### config.mk
export PLATFORM = sky130hd
export DESIGN_NAME = oled_frame_streamer_flat
export DESIGN_NICKNAME = d
export VERILOG_FILES = /design/src/rtl/oled_frame_streamer_if.sv /design/src/rtl/oled_frame_streamer.sv /design/src/flat_wrapper.sv
export SDC_FILE = /design/constraint.sdc
export NUM_CORES = 1
export LEC_CHECK = 0
export ABC_AREA = 1
export CAP_MARGIN = 20
export CORE_ASPECT_RATIO = 0.9
export CORE_UTILIZATION = 59
export CTS_CLUSTER_SIZE = 20
export DETAILED_ROUTE_END_ITERATION = 8
export HOLD_SLACK_MARGIN = 0.15
export PLACE_DENSITY = 0.85
export SLEW_MARGIN = 30
export SYNTH_ARGS = -nofsm -noshare
export SYNTH_HDL_FRONTEND = slang
export SYNTH_SLANG_ARGS = --single-unit
### constraint.sdc
create_clock -name clk -period 2.9 [get_ports clk]
set_input_delay 0.435 -clock clk [delete_from_list [all_inputs] [get_ports clk]]
set_output_delay 0.435 -clock clk [all_outputs]
set_load 0.02 [all_outputs]
### src/rtl/oled_frame_streamer_if.sv
`default_nettype none
// ---------------------------------------------------------------------------
// oled_frame_streamer_if : pixel-source raster and SSD1331 SPI pin bundle
// Rev 1.0
// ---------------------------------------------------------------------------
interface oled_frame_streamer_if #(
  parameter int WIDTH  = 96,
  parameter int HEIGHT = 64
);
  localparam int XW = (WIDTH  > 1) ? $clog2(WIDTH)  : 1;
  localparam int YW = (HEIGHT > 1) ? $clog2(HEIGHT) : 1;

  logic          start;
  logic          busy;
  logic          done;
  logic          frame_begin;
  logic [XW-1:0] x;
  logic [YW-1:0] y;
  logic [15:0]   pixel_data;
  logic          spi_cs_n;
  logic          spi_sclk;
  logic          spi_mosi;
  logic          spi_dc;

  modport master (
    input  start, pixel_data,
    output busy, done, frame_begin, x, y,
    output spi_cs_n, spi_sclk, spi_mosi, spi_dc
  );

  modport slave (
    output start, pixel_data,
    input  busy, done, frame_begin, x, y,
    input  spi_cs_n, spi_sclk, spi_mosi, spi_dc
  );
endinterface
`default_nettype wire

### src/rtl/oled_frame_streamer.sv
`default_nettype none
// ---------------------------------------------------------------------------
// oled_frame_streamer : raster scan + SSD1331 4-wire SPI frame serialiser
// Rev 1.0
// ---------------------------------------------------------------------------
module oled_frame_streamer #(
  parameter int WIDTH       = 96,
  parameter int HEIGHT      = 64,
  parameter int CLK_DIV     = 4,
  parameter int SRC_LATENCY = 1
) (
  input logic                   clk,
  input logic                   reset,
  oled_frame_streamer_if.master bus
);
  localparam int XW      = (WIDTH  > 1) ? $clog2(WIDTH)  : 1;
  localparam int YW      = (HEIGHT > 1) ? $clog2(HEIGHT) : 1;
  localparam int CNT_TOP = (CLK_DIV - 1 > SRC_LATENCY) ? CLK_DIV - 1 : SRC_LATENCY;
  localparam int CW      = (CNT_TOP > 0) ? $clog2(CNT_TOP + 1) : 1;

  localparam logic [2:0] S_IDLE   = 3'd0;
  localparam logic [2:0] S_CMD    = 3'd1;
  localparam logic [2:0] S_FETCH  = 3'd2;
  localparam logic [2:0] S_SHIFT  = 3'd3;
  localparam logic [2:0] S_FINISH = 3'd4;
  localparam logic [2:0] S_DONE   = 3'd5;

  logic [2:0]    state, state_nxt;
  logic [CW-1:0] cnt;
  logic          phase;
  logic [3:0]    bit_cnt;
  logic [2:0]    byte_cnt;
  logic [15:0]   sreg;
  logic [XW-1:0] x_q;
  logic [YW-1:0] y_q;

  logic       half_end, bit_end, last_bit, unit_end, last_byte;
  logic       fetch_end, last_col, last_row;
  logic [7:0] next_cmd;

  function automatic logic [7:0] cmd_byte(input logic [2:0] idx);
    case (idx)
      3'd0:    cmd_byte = 8'h15;
      3'd2:    cmd_byte = 8'(WIDTH - 1);
      3'd3:    cmd_byte = 8'h75;
      3'd5:    cmd_byte = 8'(HEIGHT - 1);
      default: cmd_byte = 8'h00;
    endcase
  endfunction

  assign half_end  = (cnt == CW'(CLK_DIV - 1));
  assign bit_end   = half_end && phase;
  assign last_bit  = (state == S_CMD) ? (bit_cnt == 4'd7) : (bit_cnt == 4'd15);
  assign unit_end  = bit_end && last_bit;
  assign last_byte = (byte_cnt == 3'd5);
  assign fetch_end = (cnt == CW'(SRC_LATENCY));
  assign last_col  = (x_q == XW'(WIDTH - 1));
  assign last_row  = (y_q == YW'(HEIGHT - 1));
  assign next_cmd  = cmd_byte(byte_cnt + 3'd1);

  always_ff @(posedge clk or negedge reset) begin
    if (!reset) state <= S_IDLE;
    else        state <= state_nxt;
  end

  always_comb begin
    state_nxt = state;
    case (state)
      S_IDLE:   if (bus.start) state_nxt = S_CMD;
      S_CMD:    if (unit_end && last_byte) state_nxt = S_FETCH;
      S_FETCH:  if (fetch_end) state_nxt = S_SHIFT;
      S_SHIFT:  if (unit_end) state_nxt = (last_col && last_row) ? S_FINISH : S_FETCH;
      S_FINISH: if (half_end) state_nxt = S_DONE;
      S_DONE:   state_nxt = S_IDLE;
      default:  state_nxt = S_IDLE;
    endcase
  end

  // Bit-timing counters, shift register and raster position.
  always_ff @(posedge clk or negedge reset) begin
    if (!reset) begin
      cnt      <= '0;
      phase    <= 1'b0;
      bit_cnt  <= '0;
      byte_cnt <= '0;
      sreg     <= '0;
      x_q      <= '0;
      y_q      <= '0;
    end else begin
      case (state)
        S_IDLE: begin
          if (bus.start) begin
            cnt      <= '0;
            phase    <= 1'b0;
            bit_cnt  <= '0;
            byte_cnt <= '0;
            sreg     <= {cmd_byte(3'd0), 8'h00};
          end
        end
        S_CMD, S_SHIFT: begin
          cnt <= half_end ? '0 : cnt + CW'(1);
          if (half_end) phase <= ~phase;
          if (bit_end) begin
            if (!last_bit) begin
              sreg    <= {sreg[14:0], 1'b0};
              bit_cnt <= bit_cnt + 4'd1;
            end else begin
              bit_cnt <= '0;
              if (state == S_CMD) begin
                if (!last_byte) begin
                  byte_cnt <= byte_cnt + 3'd1;
                  sreg     <= {next_cmd, 8'h00};
                end
              end else if (!last_col) begin
                x_q <= x_q + XW'(1);
              end else if (!last_row) begin
                x_q <= '0;
                y_q <= y_q + YW'(1);
              end
            end
          end
        end
        S_FETCH: begin
          if (fetch_end) begin
            cnt     <= '0;
            phase   <= 1'b0;
            bit_cnt <= '0;
            sreg    <= bus.pixel_data;
          end else begin
            cnt <= cnt + CW'(1);
          end
        end
        S_FINISH: begin
          if (half_end) begin
            cnt <= '0;
            x_q <= '0;
            y_q <= '0;
          end else begin
            cnt <= cnt + CW'(1);
          end
        end
        default: cnt <= '0;
      endcase
    end
  end

  // SCLK only toggles while shifting; it idles high in every other state.
  always_comb begin
    bus.busy        = (state == S_CMD) || (state == S_FETCH) ||
                      (state == S_SHIFT) || (state == S_FINISH);
    bus.done        = (state == S_DONE);
    bus.frame_begin = (state == S_FETCH) || (state == S_SHIFT);
    bus.spi_cs_n    = !bus.busy;
    bus.spi_sclk    = ((state == S_CMD) || (state == S_SHIFT)) ? phase : 1'b1;
    bus.spi_mosi    = (state == S_IDLE) ? 1'b0 : sreg[15];
    bus.spi_dc      = (state == S_FETCH) || (state == S_SHIFT) || (state == S_FINISH);
    bus.x           = x_q;
    bus.y           = y_q;
  end
endmodule
`default_nettype wire

### src/flat_wrapper.sv
// flat-port wrapper written by rule: the top's interface ports become plain ports
module oled_frame_streamer_flat 
#(
  parameter int WIDTH       = 96,
  parameter int HEIGHT      = 64,
  parameter int CLK_DIV     = 4,
  parameter int SRC_LATENCY = 1
)
  (clk, reset, bus_start, bus_pixel_data, bus_busy, bus_done, bus_frame_begin, bus_x, bus_y, bus_spi_cs_n, bus_spi_sclk, bus_spi_mosi, bus_spi_dc);
  oled_frame_streamer_if #(.WIDTH(WIDTH), .HEIGHT(HEIGHT)) bus_i ();
  input logic clk;
  input logic reset;
  input wire logic [$bits(bus_i.start)-1:0] bus_start;
  input wire logic [$bits(bus_i.pixel_data)-1:0] bus_pixel_data;
  output wire logic [$bits(bus_i.busy)-1:0] bus_busy;
  output wire logic [$bits(bus_i.done)-1:0] bus_done;
  output wire logic [$bits(bus_i.frame_begin)-1:0] bus_frame_begin;
  output wire logic [$bits(bus_i.x)-1:0] bus_x;
  output wire logic [$bits(bus_i.y)-1:0] bus_y;
  output wire logic [$bits(bus_i.spi_cs_n)-1:0] bus_spi_cs_n;
  output wire logic [$bits(bus_i.spi_sclk)-1:0] bus_spi_sclk;
  output wire logic [$bits(bus_i.spi_mosi)-1:0] bus_spi_mosi;
  output wire logic [$bits(bus_i.spi_dc)-1:0] bus_spi_dc;
  assign bus_i.start = bus_start;
  assign bus_i.pixel_data = bus_pixel_data;
  assign bus_busy = bus_i.busy;
  assign bus_done = bus_i.done;
  assign bus_frame_begin = bus_i.frame_begin;
  assign bus_x = bus_i.x;
  assign bus_y = bus_i.y;
  assign bus_spi_cs_n = bus_i.spi_cs_n;
  assign bus_spi_sclk = bus_i.spi_sclk;
  assign bus_spi_mosi = bus_i.spi_mosi;
  assign bus_spi_dc = bus_i.spi_dc;
  oled_frame_streamer #(.WIDTH(WIDTH), .HEIGHT(HEIGHT), .CLK_DIV(CLK_DIV), .SRC_LATENCY(SRC_LATENCY)) u_core (.clk(clk), .reset(reset), .bus(bus_i));
endmodule
==> results of run 1 <==
[worst register-to-register path, cell delays in order, from the launching register on]
cell	delay, ns
dfrtp_1	0.51
nor2_1	0.14
nand2_2	0.15
inv_1	0.08
buf_4	0.17
nand2_1	0.30
nand2_1	0.15
nor2_4	0.20
nand2_2	0.15
nand2_1	0.10
nand2_1	0.06
[area by class of cell]
type / count / area share, %
tap: 62 / 2.31
sequential: 42 / 31.3
clock inverter: 3 / 1.30
timing repair buffer: 42 / 12.1
multi-input combinational: 310 / 45.0
inverter: 53 / 5.92
clock buffer: 5 / 2.05
[layout by cell type, fill, tap and decap left out, types with 2 or more instances in the layout]
| cell type | n |
|---|---|
| nand2_1 | 155 |
| nor2_1 | 34 |
| nand3_1 | 39 |
| a21oi_1 | 15 |
| dfrtp_1 | 42 |
| nand3_2 | 3 |
| clkdlybuf4s50_1 | 37 |
| nor3_1 | 4 |
| clkbuf_8 | 5 |
| nand2_2 | 5 |
| xor2_1 | 4 |
| o21ai_1 | 3 |
| inv_1 | 48 |
| o21a_1 | 2 |
| nand4_1 | 12 |
| nor2_4 | 3 |
| o21ai_0 | 8 |
| ha_1 | 11 |
| inv_2 | 5 |
| buf_4 | 5 |
[registers in the layout, summed over array words and instances, names as in the netlist]
name and flops:
u_core.bus.x 7, u_core.byte_cnt 3, u_core.sreg 16, u_core.state 3, u_core.bit_cnt 4, u_core.cnt 2
u_core.phase 1, u_core.bus.y 6
[metal layers]
| layer | vias up | wire length, um | share of wire, % | global-route usage (%) |
|---|---|---|---|---|
| met2 | 117 | 2960 | 47 | 47.7 |
| li1 | 1392 | - | - | - |
| met5 | - | 0 | 0 | 0 |
| met1 | 1237 | 2770 | 44 | 36.9 |
| met4 | 0 | 112 | 1.8 | 10.1 |
| met3 | 14 | 415 | 6.6 | 4.78 |
[worst max-delay path by stage]
stage,startpoint,slack [ns],endpoint
6_report,u_core.state[1],0.46,bus_busy
3_5_place_dp,u_core.state[1],0.82,bus_busy
2_1_floorplan,u_core.state[0],1.12,bus_busy
5_1_grt,u_core.state[1],0.35,bus_busy
4_1_cts,u_core.state[1],0.48,bus_busy
3_3_place_gp,u_core.state[1],0.89,bus_busy
[power groups by stage]
stage | combinational (mW) | clock, mW | sequential, mW
2_1_floorplan | 1.31 | 0 | 0.983
3_3_place_gp | 1.75 | 0 | 0.984
3_5_place_dp | 1.79 | 0 | 0.990
4_1_cts | 1.81 | 0.486 | 0.980
5_1_grt | 2.04 | 0.509 | 1.02
6_report | 1.80 | 0.481 | 0.985
[logic make-up (layout without fill, tap and decap cells)]
family                   count (synthesis)  in the layout  share of synthesized area, %
flip-flops                              42             42                          37.2
buffers and inverters                   63            103                          9.34
AND/OR/NAND/NOR                        261            261                          40.5
adder cells (fa/ha/maj)                 11             11                          4.87
XOR/XNOR                                 4              4                          1.24
AO/OA/AOI/OAI                           34             34                          6.86
[synth_stat cells]
library cell | instances | area (um2)
nand3b_1 | 1 | 7.51
nand3_2 | 3 | 30.0
clkbuf_1 | 1 | 3.75
o21bai_1 | 1 | 7.51
buf_4 | 4 | 30.0
buf_6 | 1 | 11.3
nor2_4 | 3 | 33.8
a21oi_1 | 15 | 75.1
nor2_2 | 1 | 6.26
nand4_1 | 12 | 75.1
o21ai_1 | 3 | 15.0
o21ai_0 | 8 | 40.0
dfrtp_1 | 42 | 1050
nand2_1 | 155 | 582
o21ai_2 | 1 | 8.76
inv_2 | 5 | 18.8
nand3_1 | 39 | 195
ha_1 | 11 | 138
o211ai_1 | 1 | 7.51
nor2_1 | 34 | 128
o21a_1 | 2 | 15.0
inv_1 | 48 | 180
or2_2 | 1 | 6.26
o21bai_2 | 1 | 11.3
buf_2 | 4 | 20.0
nand2_2 | 5 | 31.3
nor3_1 | 4 | 20.0
nor3b_1 | 1 | 7.51
a22oi_1 | 1 | 7.51
nor3_2 | 1 | 10.0
xor2_1 | 4 | 35.0
a31oi_1 | 1 | 6.26
nand2_4 | 1 | 11.3
[stage by stage]
stage	setup slack, ns	hold slack [ns]	power [mW]	std cells	utilization (%)
after CTS	0.484	0.316	3.27	517	74.3
after global routing	0.345	0.163	3.57	517	74.3
after detailed placement	0.824	0.465	2.78	509	71.8
final	0.461	0.105	3.27	517	74.3
after global placement	0.893	0.466	2.73	509	71.8
after floorplan	1.12	0.139	2.29	415	-
==> impl_metrics.yaml, run 1 <==
critical_path:
  crit_path_start_kind: "flop"
  r2r_slack_ns: 0.79
  worst_r2r_path_depth: 10
  arrival_ns: 2.00
  worst_ep_required_time_ns: 2.47
  cp-end-kind: "output port"
  reg2reg_to: "u_core.bus.x[3]"
  r2r-start: "u_core.state[1]"
  cp.depth: 6
  max_stage_delay_ns: 0.59
  critPathBufInv: 3
  worstPathCellList: "nor2_1, nand2_2, inv_1, nor2_1, inv_1, clkdlybuf4s50_1"
  path_class: "flop to output port"
  cp_max_fo: 8
  crit_family: "buffers and inverters"
  slowest_stage: "clkdlybuf4s50_1"
routing:
  drc: 0
  vias: 2760
  wirelength_um: 6260
  drt-vias-per-instance: 5.34
  wire_per_inst_um: 12.1
  drtIter0Drc: 240
  drt-pass1-iter-count: 5
  ant_nets: 0
global_routing:
  grt_overflow: 0
  antenna_found_initial: 0
  track_usage_pct: 28.4
  first_global_vias: 2479
  grt_max_degree: 43
  grt_pass1_wl_um: 10900
timing:
  worst_slew_pin_slew_ns: 0.547
  drv_slew: 0
  maxSlewHeadroom_pct: 63.4
  finalHoldViolCount: 0
  fin_crit_ns: 2.44
  fin_crit_sh_pct: 84.1
  setup-tns-final_ns: 0
  rsz0062_at_grt: "false"
  fmax_mhz: 410
  fin_skew_ns: 0.0115
  setup_viol: 0
clock_tree:
  clock-sinks: 42
  cts_root_buf: "clkbuf_8"
  cts_setup_buffers: 0
  cts_buffers: 5
  cts_resized: 0
  hold_buffers: 0
  clk_latency_ns: 0.31
  cts_tree: "done"
  h-tree-depth: 2
  clock_path_buffers: 2
  clkTransAtPathRegs_ns: 0.09
die:
  start_util_pct: 62.5
  io_pins: 39
  die_w_um: 74.9
  rows: 23
  die_h_um: 67.7
  die_area_mm2: 0.00507
  core_mm2: 0.00452
finish:
  area_growth_pct: 18.9
  multi_input_comb_area_mm2: 0.00151
  final-seq-area_mm2: 0.00105
  fin_nets: 484
  diodes: 0
  postLayoutCellArea_mm2: 0.00336
  drive_gt1_share_pct: 7.69
  n_fill_cell: 370
logic_synthesis:
  syn-cell-area_mm2: 0.00283
  yosysSeqAreaShare_pct: 37.2
  netlist_instances: 415
  yosys_warnings: 0
  synthesis.nets: 445
  synth_area_per_cell_um2: 6.81
  synth-seq-cells: 42
  netlist-cell-type-count: 33
min_path:
  min-delay-path-class: "input port to asynchronous set/reset pin"
power_and_ir_drop:
  vdd_drop_max_mv: 0.574
  power_frac_clock_pct: 14.7
  leakagePower_nw: 1.80
  power_frac_comb_pct: 55.2
  intPower_mw: 1.71
  p_sw_mw: 1.56
  seq_power_share_pct: 30.1
  p_sw_share_pct: 47.8
  p_per_area_mw_per_mm2: 974
flow_run:
  cap_violations: 0
placement:
  hpwlAfterDp_um: 4610
  gp_congestion: 0.918
  place_area_mm2: 0.00324
  portBuffers: 38
run_status:
  status: "finished clean"
Note: power is estimated with default switching activity, not from simulation.
==> run 2: changes to the inputs <==
Settings changed: CORE_UTILIZATION 59 to 50, PLACE_DENSITY 0.85 to 0.77.
Clock period 2.9 ns to 2.1 ns, I/O delays scaled along.
==> run 2 against run 1 <==
Worst setup slack worse by 0.37 ns. Utilization down 10 points. Final cell count up 2.5%. Cell area up 2.1%. Die area up 17%. Critical path type unchanged. Combinational power up 42%. Routed wire length up 0.38%. Highest routed layer unchanged. Clock power up 32%. Non-clock buffer count up 8. Total power up 38%.
==> impl_metrics.yaml, run 2 (synthesis gave the netlist of run 1 again) <==
run_status:
  status: "finished clean"
power_and_ir_drop:
  intPower_mw: 2.39
  seq_power_share_pct: 29.4
  power_frac_clock_pct: 14.1
  p_sw_mw: 2.13
  p_sw_share_pct: 47.1
  leakagePower_nw: 1.87
  p_per_area_mw_per_mm2: 1320
  power_frac_comb_pct: 56.5
  vdd_drop_max_mv: 0.820
finish:
  fin_nets: 492
  diodes: 0
  area_growth_pct: 21.3
  mostFrequentLayoutCell: "nand2_1"
  mostFrequentLayoutCells: "nand2_1 (155), inv_1 (48), dfrtp_1 (42), nand3_1 (39), nor2_1 (33)"
  largest_reg_flops: 16
  largest-register: "u_core.sreg"
  postLayoutCellArea_mm2: 0.00343
  drive_gt1_share_pct: 9.07
  post-route-util_pct: 64.1
critical_path:
  cp-end-kind: "output port"
  worst_ep_required_time_ns: 1.78
  path_class: "flop to output port"
  cp_max_fo: 7
  arrival_ns: 1.69
  crit_path_start_kind: "flop"
routing:
  wirelength_um: 6290
  drt-vias-per-instance: 5.21
  drc: 0
  ant_nets: 0
  drtIter0Drc: 136
  drt-pass1-iter-count: 4
  vias: 2760
  wire_per_inst_um: 11.9
clock_tree:
  h-tree-depth: 2
  cts_root_buf: "clkbuf_8"
  cts_buffers: 5
  clock_path_buffers: 2
  clock-sinks: 42
  cts_setup_buffers: 0
  clk_latency_ns: 0.30
  cts_tree: "done"
  clkTransAtPathRegs_ns: 0.08
timing:
  fmax_mhz: 498
  fin_crit_sh_pct: 95.6
  rsz0062_at_grt: "false"
  maxSlewHeadroom_pct: 64.9
  fin_skew_ns: 0.00525
  setup_viol: 0
  worst_slew_pin_slew_ns: 0.527
  setup-tns-final_ns: 0
  finalHoldViolCount: 0
  drv_slew: 0
  fin_crit_ns: 2.01
die:
  die_h_um: 73.3
  rows: 25
  core_mm2: 0.00535
  start_util_pct: 52.8
  die_area_mm2: 0.00596
  die_w_um: 81.2
  io_pins: 39
placement:
  place_area_mm2: 0.00330
  hpwlAfterDp_um: 4730
  gp_congestion: 0.880
  portBuffers: 38
global_routing:
  grt_overflow: 0
  track_usage_pct: 23.2
  grt_pass1_wl_um: 10700
  first_global_vias: 2501
  grt_max_degree: 43
  antenna_found_initial: 0
min_path:
  min-delay-path-class: "flop to flop"
flow_run:
  cap_violations: 0
[run 2: cell count changes in the layout (fill, tap and decap cells not counted), sizes merged, moves of 3 or more]
cell and delta:
clkdlybuf4s50 -6, dlymetal6s2s +3, buf +7, dlygate4sd2 +3
[run 2: final timing paths]
check	startpoint	to	slack, ns	cells after the start
min in group asynchronous	reset	u_core.bus.x[2]	0.60	3
max	u_core.state[2]	bus_frame_begin	0.09	4
max in group asynchronous	reset	u_core.sreg[10]	1.12	3
min reg2reg	u_core.sreg[0]	u_core.sreg[0]	0.49	2
min	u_core.sreg[0]	u_core.sreg[0]	0.49	2
max reg2reg	u_core.state[1]	u_core.sreg[2]	0.26	11
[run 2: power by group through the flow]
stage / sequential (mW) / combinational [mW] / clock [mW]
final: 1.33 / 2.56 / 0.636
after global routing: 1.37 / 2.90 / 0.686
after CTS: 1.32 / 2.57 / 0.656
after detailed placement: 1.33 / 2.57 / 0
after global placement: 1.33 / 2.53 / 0
after floorplan: 1.36 / 1.81 / 0
[run 2: metrics by stage]
stage	cells	hold slack [ns]	setup WS, ns	power [mW]
6_report	530	0.487	0.0914	4.52
5_1_grt	530	0.506	0.0220	4.95
4_1_cts	530	0.488	0.0128	4.54
3_5_place_dp	521	0.430	0.299	3.90
3_3_place_gp	521	0.420	0.278	3.85
2_1_floorplan	415	0.0194	0.396	3.16
[run 2: cell type report]
class | instances | area (um2)
Sequential cell | 42 | 1050
Fill cell | 492 | 1920
Multi-Input combinational cell | 310 | 1510
Timing Repair Buffer | 50 | 472
Clock inverter | 2 | 37.5
Clock buffer | 6 | 72.6
Tap cell | 67 | 83.8
Inverter | 53 | 199
[run 2: critical path, cell delays in order, from the launching register on]
cell             delay (ns)
dfrtp_1                0.45
inv_2                  0.14
nand2_2                0.13
inv_1                  0.08
clkdlybuf4s50_1        0.59
[run 2: repair_timing]
| item | 4_1_cts | 5_1_grt |
|---|---|---|
| hold endpoints to repair | 42 | 0 |
| setup endpoints to repair | 3 | 3 |
| hold buffers | 1 | 0 |
| resized for setup | 3 | 4 |
[run 2: metal layers]
metal,wire length [um],global-route usage (%)
met1,2870,29.2
met2,3090,39.5
met3,260,4.10
met4,69,9.33
met5,0,0
